==> src/rtl/sync_fifo_flags.sv <==
// Single-clock FIFO for any depth, with occupancy level, almost-full/almost-empty
// thresholds, FWFT or registered read, synchronous flush and sticky error flags.
module sync_fifo_flags #(
  parameter int DATA_WIDTH    = 8,
  parameter int DEPTH         = 8,
  parameter int FWFT          = 1,
  parameter int AFULL_THRESH  = 6,
  parameter int AEMPTY_THRESH = 1,
  localparam int AW = (DEPTH > 1) ? $clog2(DEPTH) : 1,
  localparam int LW = $clog2(DEPTH + 1)
) (
  input  logic                  clk,
  input  logic                  reset,
  input  logic                  flush,
  input  logic                  wen,
  input  logic [DATA_WIDTH-1:0] wdata,
  output logic                  wfull,
  output logic                  walmost_full,
  input  logic                  ren,
  output logic [DATA_WIDTH-1:0] rdata,
  output logic                  rempty,
  output logic                  ralmost_empty,
  output logic [LW-1:0]         level,
  input  logic                  err_clr,
  output logic                  overflow,
  output logic                  underflow
);

  logic [DATA_WIDTH-1:0] mem [DEPTH];
  logic [AW-1:0]         wptr_r;
  logic [AW-1:0]         rptr_r;
  logic [LW-1:0]         level_nxt_s;
  logic                  wincr_s;
  logic                  rincr_s;
  logic                  ovf_evt_s;
  logic                  unf_evt_s;

  function automatic logic [AW-1:0] next_ptr(input logic [AW-1:0] ptr);
    if (ptr == AW'(DEPTH - 1)) begin
      return '0;
    end else begin
      return ptr + AW'(1);
    end
  endfunction

  assign wincr_s = wen & ~wfull;
  assign rincr_s = ren & ~rempty;
  // A request dropped while the opposite side still moves data is not an error.
  assign ovf_evt_s = wen & wfull & ~ren & ~flush;
  assign unf_evt_s = ren & rempty & ~wen & ~flush;

  // Next occupancy; flags are registered from it so they track level exactly.
  always_comb begin
    level_nxt_s = level;
    if (flush) begin
      level_nxt_s = '0;
    end else if (wincr_s && !rincr_s) begin
      level_nxt_s = level + LW'(1);
    end else if (!wincr_s && rincr_s) begin
      level_nxt_s = level - LW'(1);
    end else begin
      level_nxt_s = level;
    end
  end

  // Pointers, level and status flags.
  always_ff @(posedge clk or posedge reset) begin
    if (reset) begin
      wptr_r        <= '0;
      rptr_r        <= '0;
      level         <= '0;
      rempty        <= 1'b1;
      wfull         <= 1'b0;
      ralmost_empty <= 1'b1;
      walmost_full  <= (AFULL_THRESH == 0);
    end else begin
      if (flush) begin
        wptr_r <= '0;
        rptr_r <= '0;
      end else begin
        wptr_r <= wincr_s ? next_ptr(wptr_r) : wptr_r;
        rptr_r <= rincr_s ? next_ptr(rptr_r) : rptr_r;
      end
      level         <= level_nxt_s;
      rempty        <= (level_nxt_s == LW'(0));
      wfull         <= (level_nxt_s == LW'(DEPTH));
      ralmost_empty <= (level_nxt_s <= LW'(AEMPTY_THRESH));
      walmost_full  <= (level_nxt_s >= LW'(AFULL_THRESH));
    end
  end

  // Storage array, intentionally without reset.
  always_ff @(posedge clk) begin
    if (wincr_s && !flush) begin
      mem[wptr_r] <= wdata;
    end
  end

  // Sticky errors; a new event wins over a concurrent clear.
  always_ff @(posedge clk or posedge reset) begin
    if (reset) begin
      overflow  <= 1'b0;
      underflow <= 1'b0;
    end else begin
      overflow  <= ovf_evt_s ? 1'b1 : (err_clr ? 1'b0 : overflow);
      underflow <= unf_evt_s ? 1'b1 : (err_clr ? 1'b0 : underflow);
    end
  end

  if (FWFT != 0) begin : g_fwft
    always_comb begin
      rdata = mem[rptr_r];
    end
  end else begin : g_reg
    // Registered read port, holds its value between accepted reads.
    always_ff @(posedge clk or posedge reset) begin
      if (reset) begin
        rdata <= '0;
      end else if (rincr_s && !flush) begin
        rdata <= mem[rptr_r];
      end else begin
        rdata <= rdata;
      end
    end
  end

endmodule

==> config.mk <==
export PLATFORM = sky130hd
export DESIGN_NAME = sync_fifo_flags
export DESIGN_NICKNAME = d
export VERILOG_FILES = /design/src/rtl/sync_fifo_flags.sv
export SDC_FILE = /design/constraint.sdc
export NUM_CORES = 1
export LEC_CHECK = 0
export CAP_MARGIN = 0
export CELL_PAD_IN_SITES_DETAIL_PLACEMENT = 1
export CELL_PAD_IN_SITES_GLOBAL_PLACEMENT = 2
export CORE_ASPECT_RATIO = 0.7
export CORE_MARGIN = 3
export CORE_UTILIZATION = 23
export DETAILED_ROUTE_END_ITERATION = 12
export PLACE_DENSITY_LB_ADDON = 0.1
export SYNTH_ARGS = -nofsm -noshare
export SYNTH_HDL_FRONTEND = slang
export SYNTH_SLANG_ARGS = --single-unit
==> constraint.sdc <==
create_clock -name clk -period 5.2 [get_ports clk]
set_input_delay 1.04 -clock clk [delete_from_list [all_inputs] [get_ports clk]]
set_output_delay 1.04 -clock clk [all_outputs]
set_load 0.02 [all_outputs]
==> results of run 1 <==
==> worst min-delay path: cells and delay by family, from the launching register on <==
family / cells / cell delay (ns)
buffers and inverters: 1 / 0.06
AOI/OAI and AO/OA: 1 / 0.07
DFF: 1 / 0.38
==> state kept, by name, summed over array words and instances, names as in the netlist <==
register / count
underflow: 1
mem: 64
wfull: 1
walmost_full: 1
level: 4
wptr_r: 3
overflow: 1
rempty: 1
rptr_r: 3
ralmost_empty: 1
==> how the worst max path moves through the flow <==
stage / cells after the start / end
2_1_floorplan: 4 / mem[0][0]
3_3_place_gp: 4 / mem[4][4]
3_5_place_dp: 4 / mem[6][7]
4_1_cts: 3 / rdata[2]
5_1_grt: 3 / rdata[5]
6_report: 3 / rdata[5]
==> layout make-up <==
type                       instances  share of cell area (%)
multi-input combinational         94                   22.38
clock buffer                      10                   5.476
clock inverter                     6                   1.646
tap                              190                   5.685
sequential                        80                   55.60
inverter                           6                  0.5386
timing repair buffer              38                   8.677
==> layout by cell type, fill, tap and decap left out, drive strengths merged, types with 7 or more instances in the layout <==
cell	n
mux2	9
buf	7
nor3	9
clkdlybuf4s50	31
dfrtp	14
clkbuf	10
edfxtp	64
mux4	16
inv	7
nand2	10
nor2	12
==> cell families (layout without fill, tap and decap cells) <==
| family | Yosys count | after routing |
|---|---|---|
| mux | 26 | 26 |
| xor+xnor | 2 | 2 |
| flops | 80 | 80 |
| fa+ha+maj | 6 | 6 |
| simple gates | 47 | 47 |
| buf+inv | 15 | 60 |
| compound gates | 13 | 13 |
==> routing by layer <==
metal | share of wire, % | vias up | GRT usage, % | routed length [um]
met5 | 0 | - | 0 | 0
met4 | 1.4 | 0 | 2.937 | 107
met3 | 3.1 | 9 | 2.831 | 229
met2 | 42 | 25 | 13.30 | 3109
met1 | 54 | 891 | 15.30 | 3967
li1 | - | 808 | - | -
==> per-stage QoR <==
| stage | hold WS (ns) | utilization [%] | instance area, um^2 | worst slack, ns |
|---|---|---|---|---|
| floorplan | 0.5501 | - | 3339 | 2.612 |
| global placement | 0.5210 | 27.64 | 3884 | 1.802 |
| detailed placement | 0.5299 | 27.64 | 3884 | 1.783 |
| CTS | 0.5493 | 29.75 | 4182 | 1.542 |
| global route | 0.5816 | 29.75 | 4182 | 1.476 |
| finish | 0.5456 | 29.75 | 4182 | 1.651 |
==> power by group through the flow <==
stage	combinational, mW	clock (mW)	sequential, mW
2_1_floorplan	0.230	0	0.795
6_report	0.370	0.628	0.766
4_1_cts	0.380	0.648	0.768
5_1_grt	0.404	0.673	0.775
3_5_place_dp	0.378	0	0.782
3_3_place_gp	0.384	0	0.783
==> synth_stat cells, types with 2 or more instances <==
library cell / count / share of area, %
sky130_fd_sc_hd__dfstp_2: 2 / 1.6
sky130_fd_sc_hd__nor3_2: 3 / 0.90
sky130_fd_sc_hd__a21oi_1: 6 / 0.90
sky130_fd_sc_hd__dfrtp_1: 14 / 10
sky130_fd_sc_hd__nor3_1: 6 / 0.90
sky130_fd_sc_hd__or3_1: 2 / 0.37
sky130_fd_sc_hd__ha_1: 6 / 2.2
sky130_fd_sc_hd__nand2b_1: 4 / 0.75
sky130_fd_sc_hd__nand2_1: 10 / 1.1
sky130_fd_sc_hd__edfxtp_1: 64 / 58
sky130_fd_sc_hd__buf_2: 2 / 0.30
sky130_fd_sc_hd__mux4_2: 16 / 11
sky130_fd_sc_hd__mux2_2: 8 / 2.7
sky130_fd_sc_hd__inv_1: 6 / 0.67
sky130_fd_sc_hd__o21ai_0: 2 / 0.30
sky130_fd_sc_hd__buf_6: 2 / 0.67
sky130_fd_sc_hd__nor2_1: 12 / 1.3
sky130_fd_sc_hd__xnor2_1: 2 / 0.52
sky130_fd_sc_hd__clkbuf_1: 3 / 0.34
sky130_fd_sc_hd__nand3_1: 3 / 0.45
==> impl_metrics.ini, run 1 <==
[status]
run_status = completed

[layout]
ff_latch_area_um2 = 2325
multi_input_comb_area_um2 = 935.9
fin_nets = 249
instances_no_fill = 424
area_growth_syn_to_layout_pct = 25.22
n_fill_cell = 1479
drive_gt1_share_pct = 24.79
antennaDiodeCount = 0

[detailed_routing]
detail_route.wl_per_cell_um = 17.49
number_of_vias_after_detailed_routing = 1733
detail_route.drc_violations = 0
postRouteAntennaNets = 0
post_drt_via_cell_ratio = 4.087
drtIter0Drc = 89
detail_route.first_pass.iterations = 4
detail_route.wirelength_um = 7414

[pwr]
power.net_switching_mw = 0.4733
sequential_fraction_of_design_power_pct = 43.4
leak_pwr_nw = 1.429
share_clk_of_total_power_pct = 35.6
power.switching_fraction_pct = 26.83
power_mw = 1.764
power.density_cell_area_nw_per_um2 = 422.0
power_frac_comb_pct = 20.9
ir_worst_vdd_mv = 0.1582
power_report.internal_total_mw = 1.291

[worst_hold_path]
timing.hold.worst.class = flop to flop
min_path_cells = 2
worstHoldEndpoint = underflow
worst_hold_startpoint = underflow

[worst_setup_path]
worst_r2r_path_depth = 3
timing.rr.end = mem[4][7]
critical_setup_path_class = flop to output port
critPathMaxStageDelay_ns = 0.90
path_max_fanout = 18
crit_path_cell_trace = mux4_2 -> mux2_2 -> clkdlybuf4s50_1
crit-reg2reg-launch = wfull
cp_num_buf_inv = 1
cpLargestDelayFamily = flip-flops
setup.worst_path.start_class = flop
cpMaxStageDelayCell = sky130_fd_sc_hd__dfrtp_1
worstSetupStartpoint = rptr_r[1]
rrSetupSlack_ns = 2.96
cp_data_required_time_ns = 4.16
crit_end_element = output port
arrival_time_worst_endpoint_ns = 2.51

[sta]
clock-skew-final_ns = 0.004849
final.setup.tns_ns = 0
setup_viol_count_final = 0
finalCritPeriodShare_pct = 68.25
fmax_mhz = 281.8
timing_worst_slew_pin_value_ns = 0.9029
finalHoldViolations = 0
setup_repair_after_global_routing_missed_its_margin = false
finalWorstPathRequiredPeriod_ns = 3.549
max_slew_margin_pct = 39.59
drv_slew = 0

[logic_synthesis]
yosysSeqAreaShare_pct = 69.61
ys_warn_count = 0
post_synth_inst_count = 189
synth_async_sr_flop_share_pct = 20.00
synth.mux.area_fraction_pct = 14.24
synth_top_family_by_area = multiplexers
post_synth_fa_ha_maj_area_fraction_pct = 2.248
synth-simple-area-share_pct = 8.093
postSynthAreaPerCell_um2 = 17.67
ys_dominant_reg_cell = sky130_fd_sc_hd__edfxtp_1
synth_enable_flop_cells = 64
mapped_nets = 209
mappedNetlistArea_um2 = 3339
synth-seq-cells = 80
synth_cell_types = 36
synth-compound-area-share_pct = 2.922
synth-xor-area-share_pct = 0.5245

[clocking]
post_cts_setup_buffers = 0
tritoncts_clock_tree = yes
cts.reportedPaths.clkPinSlew_ns = 0.06
clockRootBuffer = sky130_fd_sc_hd__clkbuf_16
maximum_root_to_sink_buffer_count = 2
cts_htree_levels = 3
numCtsBuffers = 9
cts_repair_resize_count = 0
clock_latency_ns = 0.33
cts_hold_repair.buffers = 0
numClockSinks = 80

[global_route]
first_global_vias = 1831
grt_pass1_wl_um = 11520
grt_remaining_overflow = 0
antenna_found_initial = 0
grtUsageTotal_pct = 9.911
largest_net_degree_at_the_start_of_global_routing = 20

[place]
place_inst = 408
gpl.final_weighted_congestion = 0.6946
dp_hpwl_um = 4961
placement.io_buffers = 31

[floorplanning]
fp.dieH_um = 106.8
die_w_um = 150.0
core-area_um2 = 14050
i_o_pin_count = 32
initial_core_util_pct = 23.76
dieArea_um2 = 16020
floorplan.rows = 36

[run]
drv.max_cap_violation_count = 0
(Power assumes the default switching activity.)
==> run 2: changes to the inputs <==
- clock period: 5.2 -> 3.5 ns (I/O delays scaled with it)
==> run 2 against run 1 <==
Against the previous run: wire length up 3.6%; hold slack worse by 0.0058 ns; core utilization up 0.75 points; largest power group unchanged; largest cell class unchanged.
==> impl_metrics.ini, run 2 (synthesis results as in run 1) <==
[worst_setup_path]
critical_setup_path_class = flop to output port
arrival_time_worst_endpoint_ns = 2.40
cp_data_required_time_ns = 2.80
setup.worst_path.start_class = flop
worst_r2r_path_depth = 5
path_max_fanout = 10
crit_end_element = output port

[detailed_routing]
detail_route.wl_per_cell_um = 17.66
drtIter0Drc = 93
number_of_vias_after_detailed_routing = 1772
detail_route.first_pass.iterations = 5
detail_route.wirelength_um = 7682
postRouteAntennaNets = 0
detail_route.drc_violations = 0
post_drt_via_cell_ratio = 4.074

[sta]
final.setup.tns_ns = 0
fmax_mhz = 322.6
timing_worst_slew_pin_value_ns = 0.6896
drv_slew = 0
setup_viol_count_final = 0
clock-skew-final_ns = 0.006994
max_slew_margin_pct = 53.97
finalCritPeriodShare_pct = 88.56
setup_repair_after_global_routing_missed_its_margin = false
finalHoldViolations = 0
finalWorstPathRequiredPeriod_ns = 3.100

[worst_hold_path]
timing.hold.worst.class = flop to flop
min_path_cells = 2

[layout]
drive_gt1_share_pct = 28.16
area_growth_syn_to_layout_pct = 28.36
most_used_cells_in_the_layout_excluding_fill_and_tap_cells = sky130_fd_sc_hd__edfxtp_1, sky130_fd_sc_hd__clkdlybuf4s50_1, sky130_fd_sc_hd__buf_4
largest_register_ffs = 64
n_fill_cell = 1484
fin_area_um2 = 4287
fin_nets = 260
layout_top_registers = mem (64), level (4)
layout.cells.most_common = sky130_fd_sc_hd__edfxtp_1
largest-register = mem
antennaDiodeCount = 0

[pwr]
power.density_cell_area_nw_per_um2 = 632.4
leak_pwr_nw = 1.497
power_mw = 2.711
ir_worst_vdd_mv = 0.2129

[place]
gpl.final_weighted_congestion = 0.6507
dp_hpwl_um = 5371
placement.io_buffers = 31
post_dp_cell_area_um2 = 3966

[status]
run_status = completed

[global_route]
grtUsageTotal_pct = 10.47
first_global_vias = 1932
largest_net_degree_at_the_start_of_global_routing = 17
grt_pass1_wl_um = 12110
grt_remaining_overflow = 0
antenna_found_initial = 0

[clocking]
cts.reportedPaths.clkPinSlew_ns = 0.06
cts_hold_repair.buffers = 0
tritoncts_clock_tree = yes
clock_latency_ns = 0.34
cts_htree_levels = 3
cts_repair_resize_count = 0
clockRootBuffer = sky130_fd_sc_hd__clkbuf_16
numClockSinks = 80
maximum_root_to_sink_buffer_count = 2
post_cts_setup_buffers = 0
numCtsBuffers = 9

[floorplanning]
dieArea_um2 = 16020
i_o_pin_count = 32
core-area_um2 = 14050
floorplan.rows = 36
die_w_um = 150.0
fp.dieH_um = 106.8
initial_core_util_pct = 23.76

[run]
drv.max_cap_violation_count = 0
-- run 2: cell count changes in the layout (fill, tap and decap cells not counted) --
cell	previous run	this run
sky130_fd_sc_hd__bufinv_16	1	2
sky130_fd_sc_hd__buf_4	7	18
sky130_fd_sc_hd__inv_6	0	1
sky130_fd_sc_hd__inv_8	1	0
sky130_fd_sc_hd__clkinv_1	0	1
sky130_fd_sc_hd__clkbuf_1	1	0
sky130_fd_sc_hd__clkinv_2	2	1
-- run 2: power by group --
part / switching, mW / internal [mW]
sequential: 0.0477 / 1.09
combinational: 0.287 / 0.283
clock: 0.378 / 0.626
-- run 2: worst paths after layout --
path / from / to / slack [ns]
min in group asynchronous: reset / overflow / 0.77
max: rptr_r[1] / rdata[4] / 0.40
max reg2reg: wfull / mem[1][7] / 1.52
min: overflow / overflow / 0.54
max in group asynchronous: reset / level[1] / 2.29
min reg2reg: overflow / overflow / 0.54
-- run 2: final cells by class --
class	instances	area, um^2	area share, %
Tap cell	190	237.7	5.546
Timing Repair Buffer	49	445.4	10.39
Multi-Input combinational cell	94	935.9	21.83
Sequential cell	80	2325	54.23
Clock buffer	9	225.2	5.254
Inverter	6	22.52	0.5254
Clock inverter	7	95.09	2.218
-- run 2: routing by layer --
layer	vias up	global-route usage, %	wire length (um)
li1	831	-	-
met1	912	15.68	4104
met2	21	14.52	3266
met3	8	2.788	187
met4	0	3.525	123
met5	-	0	0
-- run 2: worst max-delay path, cell delays in order, from the launching register on --
cell                              delay [ns]
sky130_fd_sc_hd__dfrtp_1                0.60
sky130_fd_sc_hd__buf_4                  0.30
sky130_fd_sc_hd__mux4_2                 0.34
sky130_fd_sc_hd__mux2_2                 0.27
sky130_fd_sc_hd__clkdlybuf4s50_1        0.54
-- run 2: per-stage QoR --
| step | instances | util [%] | setup slack [ns] | hold WS (ns) |
|---|---|---|---|---|
| after CTS | 435 | 30.50 | 0.3328 | 0.5419 |
| after floorplan | 189 | - | 1.252 | 0.5501 |
| after detailed placement | 419 | 28.22 | 0.7069 | 0.5304 |
| after global placement | 419 | 28.22 | 0.7256 | 0.5212 |
| after global routing | 435 | 30.50 | 0.2832 | 0.5610 |
| final | 435 | 30.50 | 0.4003 | 0.5398 |
